**config.mk**
```make
export PLATFORM = sky130hd
export DESIGN_NAME = nla_arbiter
export DESIGN_NICKNAME = d
export VERILOG_FILES = /design/src/rtl/nla_arbiter.sv
export SDC_FILE = /design/constraint.sdc
export NUM_CORES = 1
export LEC_CHECK = 0
export CORE_MARGIN = 2
export CORE_UTILIZATION = 35
export CTS_CLUSTER_DIAMETER = 150
export DETAILED_ROUTE_END_ITERATION = 6
export PLACE_DENSITY_LB_ADDON = 0.3
export SLEW_MARGIN = 20
export SYNTH_ARGS = -nofsm -noshare
export SYNTH_HDL_FRONTEND = slang
export SYNTH_SLANG_ARGS = --single-unit
export TNS_END_PERCENT = 1
```
**constraint.sdc**
```tcl
create_clock -name clk_i -period 11.8 [get_ports clk_i]
set_input_delay 3.54 -clock clk_i [delete_from_list [all_inputs] [get_ports clk_i]]
set_output_delay 3.54 -clock clk_i [all_outputs]
set_load 0.005 [all_outputs]
```
**src/rtl/nla_arbiter.sv**
```systemverilog
`default_nettype none
// ----------------------------------------------------------------------------
// nla_arbiter - round-robin arbiter sharing one NLA engine among N_REQ clients
// Revision: 1.0
// ----------------------------------------------------------------------------
module nla_arbiter #(
  parameter int N_REQ   = 4,
  parameter int DATA_W  = 16,
  parameter int FUNC_W  = 2,
  parameter int TIMEOUT = 64,
  localparam int ID_W   = (N_REQ > 1) ? $clog2(N_REQ) : 1
) (
  input  logic                     clk_i,
  input  logic                     rst_i,
  input  logic [N_REQ-1:0]         req_valid_i,
  output logic [N_REQ-1:0]         req_ready_o,
  input  logic [N_REQ*DATA_W-1:0]  req_data_i,
  input  logic [N_REQ*FUNC_W-1:0]  req_func_i,
  output logic                     eng_cfg_o,
  output logic [FUNC_W-1:0]        eng_cfg_func_o,
  input  logic                     eng_cfg_done_i,
  output logic                     eng_start_o,
  output logic [DATA_W-1:0]        eng_data_o,
  input  logic                     eng_done_i,
  input  logic [DATA_W-1:0]        eng_result_i,
  output logic                     rsp_valid_o,
  input  logic                     rsp_ready_i,
  output logic [ID_W-1:0]          rsp_id_o,
  output logic [DATA_W-1:0]        rsp_data_o,
  output logic                     rsp_err_o
);

  localparam int CNT_W = (TIMEOUT > 1) ? $clog2(TIMEOUT) : 1;

  typedef enum logic [2:0] {
    S_IDLE, S_CFG, S_CFG_WAIT, S_ISSUE, S_WAIT, S_RESP
  } state_e;

  state_e              state_q, state_d;
  logic [ID_W-1:0]     rr_ptr_q, rr_ptr_d;
  logic [ID_W-1:0]     id_q, id_d;
  logic [DATA_W-1:0]   data_q, data_d;
  logic [FUNC_W-1:0]   func_q, func_d;
  logic                bank_vld_q, bank_vld_d;
  logic [FUNC_W-1:0]   loaded_func_q, loaded_func_d;
  logic [CNT_W-1:0]    cnt_q, cnt_d;
  logic [DATA_W-1:0]   rsp_data_q, rsp_data_d;
  logic                rsp_err_q, rsp_err_d;

  logic [2*N_REQ-1:0]  req_dbl;
  logic [N_REQ-1:0]    req_rot;
  logic                gnt_any;
  logic [ID_W-1:0]     gnt_off, gnt_id;
  logic [ID_W:0]       gnt_sum;
  logic [DATA_W-1:0]   sel_data;
  logic [FUNC_W-1:0]   sel_func;
  logic [CNT_W-1:0]    cnt_inc;

  // Rotating the doubled vector puts rr_ptr at bit 0, so the lowest set bit wins.
  assign req_dbl = {req_valid_i, req_valid_i};
  assign req_rot = req_dbl[rr_ptr_q +: N_REQ];
  assign cnt_inc = cnt_q + CNT_W'(1);

  always_comb begin
    gnt_any  = 1'b0;
    gnt_off  = '0;
    sel_data = '0;
    sel_func = '0;
    for (int j = 0; j < N_REQ; j++) begin
      if (!gnt_any && req_rot[j]) begin
        gnt_any = 1'b1;
        gnt_off = ID_W'(j);
      end
    end
    gnt_sum = {1'b0, rr_ptr_q} + {1'b0, gnt_off};
    if (gnt_sum >= (ID_W+1)'(N_REQ)) begin
      gnt_sum = gnt_sum - (ID_W+1)'(N_REQ);
    end
    gnt_id = gnt_sum[ID_W-1:0];
    for (int k = 0; k < N_REQ; k++) begin
      if (gnt_id == ID_W'(k)) begin
        sel_data = req_data_i[k*DATA_W +: DATA_W];
        sel_func = req_func_i[k*FUNC_W +: FUNC_W];
      end
    end
  end

  always_comb begin
    state_d       = state_q;
    rr_ptr_d      = rr_ptr_q;
    id_d          = id_q;
    data_d        = data_q;
    func_d        = func_q;
    bank_vld_d    = bank_vld_q;
    loaded_func_d = loaded_func_q;
    cnt_d         = cnt_q;
    rsp_data_d    = rsp_data_q;
    rsp_err_d     = rsp_err_q;
    req_ready_o   = '0;
    case (state_q)
      S_IDLE: begin
        if (gnt_any) begin
          req_ready_o = N_REQ'(1) << gnt_id;
          id_d        = gnt_id;
          data_d      = sel_data;
          func_d      = sel_func;
          state_d     = (!bank_vld_q || (sel_func != loaded_func_q)) ? S_CFG : S_ISSUE;
        end
      end
      S_CFG: state_d = S_CFG_WAIT;
      S_CFG_WAIT: begin
        if (eng_cfg_done_i) begin
          loaded_func_d = func_q;
          bank_vld_d    = 1'b1;
          state_d       = S_ISSUE;
        end
      end
      S_ISSUE: begin
        cnt_d   = '0;
        state_d = S_WAIT;
      end
      S_WAIT: begin
        // A result arriving on the abort cycle is still delivered.
        if (eng_done_i) begin
          rsp_data_d = eng_result_i;
          rsp_err_d  = 1'b0;
          state_d    = S_RESP;
        end else if (cnt_inc == CNT_W'(TIMEOUT-1)) begin
          rsp_data_d = '0;
          rsp_err_d  = 1'b1;
          bank_vld_d = 1'b0;
          state_d    = S_RESP;
        end else begin
          cnt_d = cnt_inc;
        end
      end
      S_RESP: begin
        if (rsp_ready_i) begin
          rr_ptr_d = (id_q == ID_W'(N_REQ-1)) ? '0 : id_q + ID_W'(1);
          state_d  = S_IDLE;
        end
      end
      default: state_d = S_IDLE;
    endcase
    if (rst_i) begin
      req_ready_o = '0;
    end
  end

  always_ff @(posedge clk_i) begin
    if (rst_i) begin
      state_q       <= S_IDLE;
      rr_ptr_q      <= '0;
      id_q          <= '0;
      data_q        <= '0;
      func_q        <= '0;
      bank_vld_q    <= 1'b0;
      loaded_func_q <= '0;
      cnt_q         <= '0;
      rsp_data_q    <= '0;
      rsp_err_q     <= 1'b0;
    end else begin
      state_q       <= state_d;
      rr_ptr_q      <= rr_ptr_d;
      id_q          <= id_d;
      data_q        <= data_d;
      func_q        <= func_d;
      bank_vld_q    <= bank_vld_d;
      loaded_func_q <= loaded_func_d;
      cnt_q         <= cnt_d;
      rsp_data_q    <= rsp_data_d;
      rsp_err_q     <= rsp_err_d;
    end
  end

  assign eng_cfg_o      = (state_q == S_CFG);
  assign eng_cfg_func_o = func_q;
  assign eng_start_o    = (state_q == S_ISSUE);
  assign eng_data_o     = data_q;
  assign rsp_valid_o    = (state_q == S_RESP);
  assign rsp_id_o       = id_q;
  assign rsp_data_o     = rsp_data_q;
  assign rsp_err_o      = rsp_err_q;

endmodule
`default_nettype wire

```
* Yosys cells after proc, flatten, opt, wreduce, memory -nomap -nowiden
Cells that the tools add are included.
Cells by class: $add $sub $neg 4, reduce and logical (&&, ||, !) cells 20, shift operators 2, magnitude comparators 1, muxes and demuxes 38, equal/unequal tests 18
Operator list (count):
- $mux W16 | 6
- $mux W2 | 9
- $pmux W3 S6 | 1
- $mux W3 | 5
- $mux W4 | 3
- $mux W6 | 2
- $pmux W6 S2 | 1
- $mux W1 | 10
- $ne A2 B2 Y1 const B | 5
- $reduce_and A2 Y1 | 4
- $reduce_and A4 Y1 | 2
- $shiftx A8 B3 Y4 | 1
- $add A6 B1 Y6 const B | 1
- $eq A2 B2 Y1 const B | 3
- $eq A3 B2 Y1 const B | 2
- $eq A3 B3 Y1 const B | 2
- $eq A6 B6 Y1 const B | 1
- $reduce_bool A2 Y1 | 3
- $logic_not A1 Y1 | 4
- $shl A1 B2 Y4 const A | 1
- $add A2 B2 Y3 | 1
- $eq A3 B1 Y1 const B | 1
- $ge A3 B3 Y1 const B | 1
- $logic_and A1 B1 Y1 | 3
- other kinds (11) | 11
Word-level totals: word-level logic and storage cells 93, input port bits 97, output and inout port bits 44, register bits after elaboration 51

* Longest topological paths before layout
Gate-level depths: netlist of run 1.
word-level depth 24, mapped depth 12, mapped depth without buffers 11

* Worst setup path before layout of run 1
No wires, ideal clock.
path kind input to output, start point input port req_valid_i[2], end point output port req_ready_o[1], required time 8260 ps, stages on the path 9, arrival 5480 ps, slack 2780 ps, cell sequence buf_4 > or4_1 > o2111ai_1 > ha_1 > clkbuf_1 > buf_2 > buf_1 > nand2_1 > nor2_1
Between the ends: longest elaborated chain between the ends 18, elaborated cells between the ends (all ways) 22, those cells by class 2 x add/sub; 1 x order compare; 2 x shift; 11 x mux; 6 x reduce/logical
RTL lines:
- start: declaration | RTL line 15 | input logic [N_REQ-1:0] req_valid_i,
- $shiftx A8 B3 Y4 (*) | RTL line 61 | assign req_rot = req_dbl[rr_ptr_q +: N_REQ];
- $mux W1 | RTL line 70 | if (!gnt_any && req_rot[j]) begin
- $logic_not A1 Y1 | RTL line 70
- $logic_and A1 B1 Y1 | RTL line 70
- $mux W1 | RTL line 70
- $logic_not A1 Y1 | RTL line 70
- $logic_and A1 B1 Y1 | RTL line 70
- $mux W1 | RTL line 70
- [... 3 more ...]
- $add A2 B2 Y3 (*) | RTL line 75 | gnt_sum = {1'b0, rr_ptr_q} + {1'b0, gnt_off};
- $ge A3 B3 Y1 / $sub A2 B1 Y2 (equally long branches) | RTL line 76, 77
- $mux W2 (*) | RTL line 76 | if (gnt_sum >= (ID_W+1)'(N_REQ)) begin
- via gnt_sum[0] | RTL line 54 | logic [ID_W:0] gnt_sum;
- $shl A1 B2 Y4 (*) | RTL line 103 | req_ready_o = N_REQ'(1) << gnt_id;
- $mux W4 (*) | RTL line 102 | if (gnt_any) begin
- $mux W4 (*) | RTL line 100 | case (state_q)
- $mux W4 (*) | RTL line 145 | if (rst_i) begin
- end: declaration | RTL line 16 | output logic [N_REQ-1:0] req_ready_o,
Mark *: on every way through the listed nets, which the timed path passes. The rest lies on a longest branch.

* Worst setup path in the final report of run 1
start point input port req_valid_i[2], end point output port req_ready_o[0]
Between the ends: longest elaborated chain between the ends 18, elaborated cells between the ends (all ways) 22, those cells by class 2 x add/sub; 1 x order compare; 2 x shift; 11 x mux; 6 x reduce/logical
RTL lines (RTL line):
- $shiftx A8 B3 Y4 (*) | 61
- $mux W1 | 70
- $logic_not A1 Y1 | 70
- $logic_and A1 B1 Y1 | 70
- $mux W1 | 70
- $logic_not A1 Y1 | 70
- $logic_and A1 B1 Y1 | 70
- $mux W1 | 70
- [... 2 more ...]
- $mux W2 | 70
- $add A2 B2 Y3 | 75
- $ge A3 B3 Y1 / $sub A2 B1 Y2 (equally long branches) | 76, 77
- $mux W2 | 76
- $shl A1 B2 Y4 | 103
- $mux W4 (*) | 102
- $mux W4 (*) | 100
- $mux W4 (*) | 145
Every way passes the cells marked *; elsewhere a longest branch is shown, timed or not.

==> metrics.yaml, run 1 <==
outcome: "finished, final reports clean"
synth_seq_cells: 51
path_max_fanout: 21
setup_viol_count_final: 0
wl_per_cell_um: 14.8
fillers: 728
hold_buffers: 0
critPathKind: "input port to output port"
regArea_mm2: 0.00102
port_buffers: 140
clk_path_buf_depth: 2
clk_latency_ps: 310
yosysTopAreaCell: "dfxtp_1"
yosys_warnings: 0
placed_cell_area_mm2: 0.00425
yosys.area.top_type_share_pct: 36.2
report.final.hold_viol_count: 0
slew_headroom_pct: 47.7
synth_area_mm2: 0.00282
report.final.slew_viol_count: 0
place_congestion: 0.811
synth_cells: 343
pwr-share-clk_pct: 27.5
p_leak_nw: 1.61
dieArea_mm2: 0.00879
first_global_vias: 2713
clkSinkCount: 51
internal-power_uw: 331
multiInputGateArea_mm2: 0.00165
grt_max_degree: 36
p_per_area_mw_per_mm2: 106
clk_pin_slew_ps: 100
cts_buffers: 5
min_from: "eng_data_o[3]$_SDFFE_PP0P_"
peakVddDrop_v: 0.0000550
whs_path_depth: 2
max_freq_mhz: 97.9
avgSynthCellArea_um2: 8.22
drc: 0
synthArstFlopShare_pct: 0
chipHeight_um: 93.7
synth_nets: 444
synth.most_common_cell: "nor2_1"
r2r-start: "rr_ptr_q[0]$_SDFFE_PP0P_"
slowest_delay_ps: 540
hpwl_um: 6460
grt_pass1_wl_um: 12800
cts_root_buffer: "clkbuf_8"
period_needed_ps: 10220
io_pins: 141
ff2ff_setup_slack_ps: 8500
arrival_ps: 6680
path_cells: "clkdlybuf4s50_1 > or4_1 > o2111ai_1 > ha_2 > xor2_1 > a21oi_1 > buf_4 > or2_1 > nor3_1 > clkdlybuf4s50_1"
ys_seq_area_share_pct: 36.2
fp.dieW_um: 93.7
crit_top_cell: "clkdlybuf4s50_1"
synth_area_leaders: "dfxtp_1 36%, mux2i_1 14%, nor2_1 7.5%, a22oi_1 4.3%, o21ai_0 4.1%"
p_sw_uw: 131
synth_edf_count: 0
finClkSkew_ps: 7.20
cp_slowest_cell: "or4_1"
start_util_pct: 36.3
fin_util_pct: 56.2
netSwitchingFraction_pct: 28.4
rr_endpoint: "state_q[1]$_SDFFE_PP0P_"
rows: 32
synthDistinctLibCells: 46
antenna_found_initial: 0
final_nets: 566
rr_worst_depth: 11
synth_common_cells: "56 x nor2_1, 51 x dfxtp_1, 39 x mux2i_1, 28 x nand2_1, 23 x o21ai_0"
antennaDiodeCount: 0
totalPowerFinal_uw: 462
tritoncts: "built"
post_cts_buffers: 0
critPathCaptureType: "output port"
ant_nets: 0
start_kind: "input port"
drt_iter0_markers: 138
fin_crit_sh_pct: 86.6
final_layout_size_suffix_gt1_share_pct: 4.08
overflow: 0
grt_usage_pct: 18.0
cts_resized: 0
viasPerCell: 5.18
tightest_slew_ps: 784
worst_hold_path.endpoint: "eng_data_o[3]$_SDFFE_PP0P_"
drt_wl_total_um: 8380
core_mm2: 0.00777
htree_num_levels: 2
pwr-share-comb_pct: 29.3
seqPwrFrac_pct: 43.1
vias: 2944
hold_class: "flip-flop to flip-flop"
rsz0062_at_grt: "no"
setup_tns_ps: 0
ys.flop_type: "dfxtp_1"
worstPathRequired_ps: 8260
postLayoutCellArea_mm2: 0.00437
max_cap_violations: 0
syn_to_final_growth_pct: 54.9
firstDrtPassIters: 4
worst max-delay path: cells and delay by family:
family	cells	cell delay (ps)
AND/OR/NAND/NOR	3	1270
buffers and inverters	3	1270
XOR/XNOR	1	170
AO/OA/AOI/OAI	2	180
adder cells (fa/ha/maj)	1	230
cells in the final DEF (no fill, tap or decap), types with 6 or more instances in the layout:
cell type        Yosys  routed
a21oi_1             12      12
a22oi_1             16      16
clkdlybuf4s50_1      0     140
dfxtp_1             51      51
inv_1                6       6
mux2i_1             39      39
nand2_1             28      28
nor2_1              56      55
o21ai_0             23      23
o311ai_0             8       8
o311ai_1            11      11
final cells by class:
type / count / area share [%]
timing repair buffer: 144 / 32.8
clock inverter: 3 / 1.06
tap: 102 / 2.92
sequential: 51 / 23.4
inverter: 6 / 0.516
clock buffer: 5 / 1.58
multi-input combinational: 257 / 37.7
through the flow:
stage	hold slack, ps	worst slack, ps	cells
6_report	473	1580	568
5_1_grt	509	1360	568
4_1_cts	476	1580	568
3_5_place_dp	451	1580	560
3_3_place_gp	446	1660	560
2_1_floorplan	457	2780	343
logic make-up (layout without fill, tap and decap cells):
| kind of cell | Yosys count | count (layout) | synth area share, % |
|---|---|---|---|
| simple gates | 124 | 124 | 20.6 |
| compound gates | 83 | 83 | 19.8 |
| flops | 51 | 51 | 36.2 |
| mux | 39 | 39 | 13.8 |
| buf+inv | 35 | 158 | 5.64 |
| xor+xnor | 7 | 7 | 2.17 |
| fa+ha+maj | 4 | 4 | 1.78 |
routing by layer:
| metal | vias up | wire [um] | part of all wire [%] | track usage [%] |
|---|---|---|---|---|
| li1 | 1485 | - | - | - |
| met1 | 1331 | 3460 | 41 | 21.3 |
| met3 | 10 | 753 | 9.0 | 5.38 |
| met2 | 118 | 4060 | 48 | 31.9 |
| met5 | - | 0 | 0 | 0 |
| met4 | 0 | 106 | 1.3 | 4.11 |
power by group through the flow:
stage,Clock [mW],Sequential [mW],Combinational [mW]
after floorplan,0,0.200,0.0627
after global placement,0,0.203,0.135
after detailed placement,0,0.204,0.136
after CTS,0.131,0.200,0.137
after global routing,0.136,0.202,0.147
final,0.127,0.199,0.136
registers in the layout (all words and copies together), names as in the netlist:
register / count
loaded_func_q: 2
eng_data_o: 16
rsp_data_o: 16
rr_ptr_q: 2
rsp_err_o: 1
cnt_q: 6
state_q: 3
rsp_id_o: 2
bank_vld_q: 1
eng_cfg_func_o: 2
worst max path at each step:
stage                     endpoint            from  depth (start not counted)
floorplan           req_ready_o[1]  req_valid_i[2]                          9
global placement    req_ready_o[0]  req_valid_i[2]                         10
detailed placement  req_ready_o[0]  req_valid_i[3]                         11
CTS                 req_ready_o[0]  req_valid_i[2]                         10
global route        req_ready_o[0]  req_valid_i[1]                         12
finish              req_ready_o[0]  req_valid_i[2]                         10
(Power assumes the default switching activity.)
==> inputs of run 2 (changes only) <==
--- a/config.mk
+++ b/config.mk
@@ -9,7 +9,8 @@
 export CORE_UTILIZATION = 35
 export CTS_CLUSTER_DIAMETER = 150
 export DETAILED_ROUTE_END_ITERATION = 6
-export PLACE_DENSITY_LB_ADDON = 0.3
+export MAX_ROUTING_LAYER = met4
+export PLACE_DENSITY = 0.74
 export SLEW_MARGIN = 20
 export SYNTH_ARGS = -nofsm -noshare
 export SYNTH_HDL_FRONTEND = slang
==> constraint.sdc (replaced) <==
create_clock -name clk_i -period 8.7 [get_ports clk_i]
set_input_delay 2.61 -clock clk_i [delete_from_list [all_inputs] [get_ports clk_i]]
set_output_delay 2.61 -clock clk_i [all_outputs]
set_load 0.005 [all_outputs]
==> metrics.yaml, run 2 (synthesis results as in run 1) <==
first_global_vias: 2879  # was 2,713
grt_usage_pct: 19.8  # was 18.0%
final_layout_size_suffix_gt1_share_pct: 3.65  # was 4.08%
cp_slowest_cell: "clkdlybuf4s50_1"  # was or4_1
drc: 0  # unchanged
firstDrtPassIters: 4  # unchanged
path_cells: "clkdlybuf4s50_1 > and3b_1 > o21ai_0 > o2111ai_1 > ha_2 > xor2_1 > a21oi_1 > nor2_1 > nor3_1 > clkdlybuf4s50_1"  # was clkdlybuf4s50_1 > or4_1 > o2111ai_1 > ha_2 > xor2_1 > a21oi_1 > buf_4 > or2_1 > nor3_1 > clkdlybuf4s50_1
final_nets: 568  # was 566
layout_commonest_cell: "clkdlybuf4s50_1"  # unchanged
grt_pass1_wl_um: 13600  # was 12,800 um
report.final.hold_viol_count: 0  # unchanged
clk_latency_ps: 300  # was 310 ps
max_cap_violations: 0  # unchanged
clkSinkCount: 51  # unchanged
final_cell_mix: "140 x clkdlybuf4s50_1, 56 x nor2_1, 51 x dfxtp_1"  # was 140 x clkdlybuf4s50_1, 55 x nor2_1, 51 x dfxtp_1
htree_num_levels: 2  # unchanged
setup_viol_count_final: 0  # unchanged
vias: 2984  # was 2,944
path_max_fanout: 9  # was 21
crit_top_cell: "clkdlybuf4s50_1"  # unchanged
p_leak_nw: 1.60  # was 1.61 nW
tritoncts: "built"  # unchanged
drt_iter0_markers: 120  # was 138
period_needed_ps: 8320
p_per_area_mw_per_mm2: 135  # was 106 mW/mm^2
grt_max_degree: 35  # was 36
max_freq_mhz: 120
cts_resized: 0  # unchanged
pre_cts_ws_ps: 416  # was 1580 ps
dieArea_mm2: 0.00879  # unchanged
path_buf_inv: 2  # was 3
rsz0062_at_grt: "no"  # unchanged
placed_cell_area_mm2: 0.00426  # was 0.00425 mm^2
finClkSkew_ps: 11.0  # was 7.20 ps
postLayoutCellArea_mm2: 0.00434  # was 0.00437 mm^2
viasPerCell: 5.25  # was 5.18
start_util_pct: 36.3  # unchanged
r2r-start: "rr_ptr_q[0]$_SDFFE_PP0P_"  # unchanged
tightest_slew_ps: 753  # was 784 ps
io_pins: 141  # unchanged
arrival_ps: 5710  # was 6680 ps
ant_nets: 0  # unchanged
peakVddDrop_v: 0.0000583  # was 0.0000550 V
wl_per_cell_um: 15.5  # was 14.8 um
fp.dieW_um: 93.7  # unchanged
slew_headroom_pct: 49.6  # was 47.7%
slowest_delay_ps: 600  # was 540 ps
fillers: 725  # was 728
post_cts_buffers: 0  # unchanged
antennaDiodeCount: 0  # unchanged
report.final.slew_viol_count: 0  # unchanged
cts_buffers: 5  # unchanged
overflow: 0  # unchanged
cts_root_buffer: "clkbuf_8"  # unchanged
hold_class: "flip-flop to flip-flop"  # unchanged
chipHeight_um: 93.7  # unchanged
core_mm2: 0.00777  # unchanged
min_from: "eng_data_o[6]$_SDFFE_PP0P_"  # was eng_data_o[3]$_SDFFE_PP0P_
path_delay_family: "buffers and inverters"  # unchanged
fin_crit_sh_pct: 95.6
drt_wl_total_um: 8830  # was 8380 um
place_congestion: 0.815  # was 0.811
critPathKind: "input port to output port"  # unchanged
syn_to_final_growth_pct: 53.8  # was 54.9%
start_kind: "input port"  # unchanged
setup_tns_ps: 0  # unchanged
outcome: "finished, final reports clean"  # unchanged
worstPathRequired_ps: 6090  # was 8260 ps
clk_pin_slew_ps: 90  # was 100 ps
rows: 32  # unchanged
critPathCaptureType: "output port"  # unchanged
cp-startpoint: "req_valid_i[3]"  # was req_valid_i[2]
antenna_found_initial: 0  # unchanged
hold_buffers: 0  # unchanged
hpwl_um: 6760  # was 6460 um
setup_ws_ps: 379  # was 1580 ps
port_buffers: 140  # unchanged
clk_path_buf_depth: 2  # unchanged
[run 2: cell count changes in the layout (fill, tap and decap cells not counted), sizes merged]
cell,change
clkinvlp,-1
bufinv,-1
buf,+2
clkbuf,+1
inv,-1
[run 2: worst register-to-register path, cell delays in order, from the launching register on]
cell and delay (ps):
dfxtp_1 550, nor3b_1 100, o21ai_0 250, o2111ai_1 170, ha_2 660, buf_4 460
mux2i_1 380, xnor2_1 100, nor2_1 110, nand4_1 110, or3_1 320, o211ai_1 80
[run 2: final timing paths]
check	to	slack, ps	cells past startpoint
worst max-delay path	req_ready_o[2]	380	10
worst min register to register	eng_data_o[6]$_SDFFE_PP0P_	470	2
worst min-delay path	eng_data_o[6]$_SDFFE_PP0P_	470	2
worst max register to register	state_q[1]$_SDFFE_PP0P_	5340	11
[run 2: layout make-up]
type,count,area [um^2],area share (%)
multi-input cells,257,1650,38.0
flip-flops and latches,51,1020,23.5
repair buffers,146,1450,33.4
inverters,6,22.5,0.519
clock buffers,6,72.6,1.67
well taps,102,128,2.94
[run 2: metrics by stage]
step	instances	total power, mW	utilization [%]	hold slack (ps)
after floorplan	343	0.357	-	457
after global placement	562	0.461	54.8	443
after detailed placement	562	0.464	54.8	448
after CTS	568	0.594	55.8	470
after global routing	568	0.621	55.8	486
final	568	0.587	55.8	467
[run 2: routing by layer]
metal,up-vias,global-route usage (%),share of wire [%]
met5,-,-,0
met4,0,6.28,2.0
met3,14,5.78,8.3
met2,127,34.0,49
met1,1361,22.3,41
li1,1482,-,-
[run 2: report_power, final]
group,leakage (nW),internal [mW],total [mW],switching [mW]
clock network,0.0371,0.0539,0.129,0.0753
registers,0.415,0.254,0.271,0.0172
logic,1.15,0.109,0.186,0.0771
total,1.60,0.417,0.587,0.170
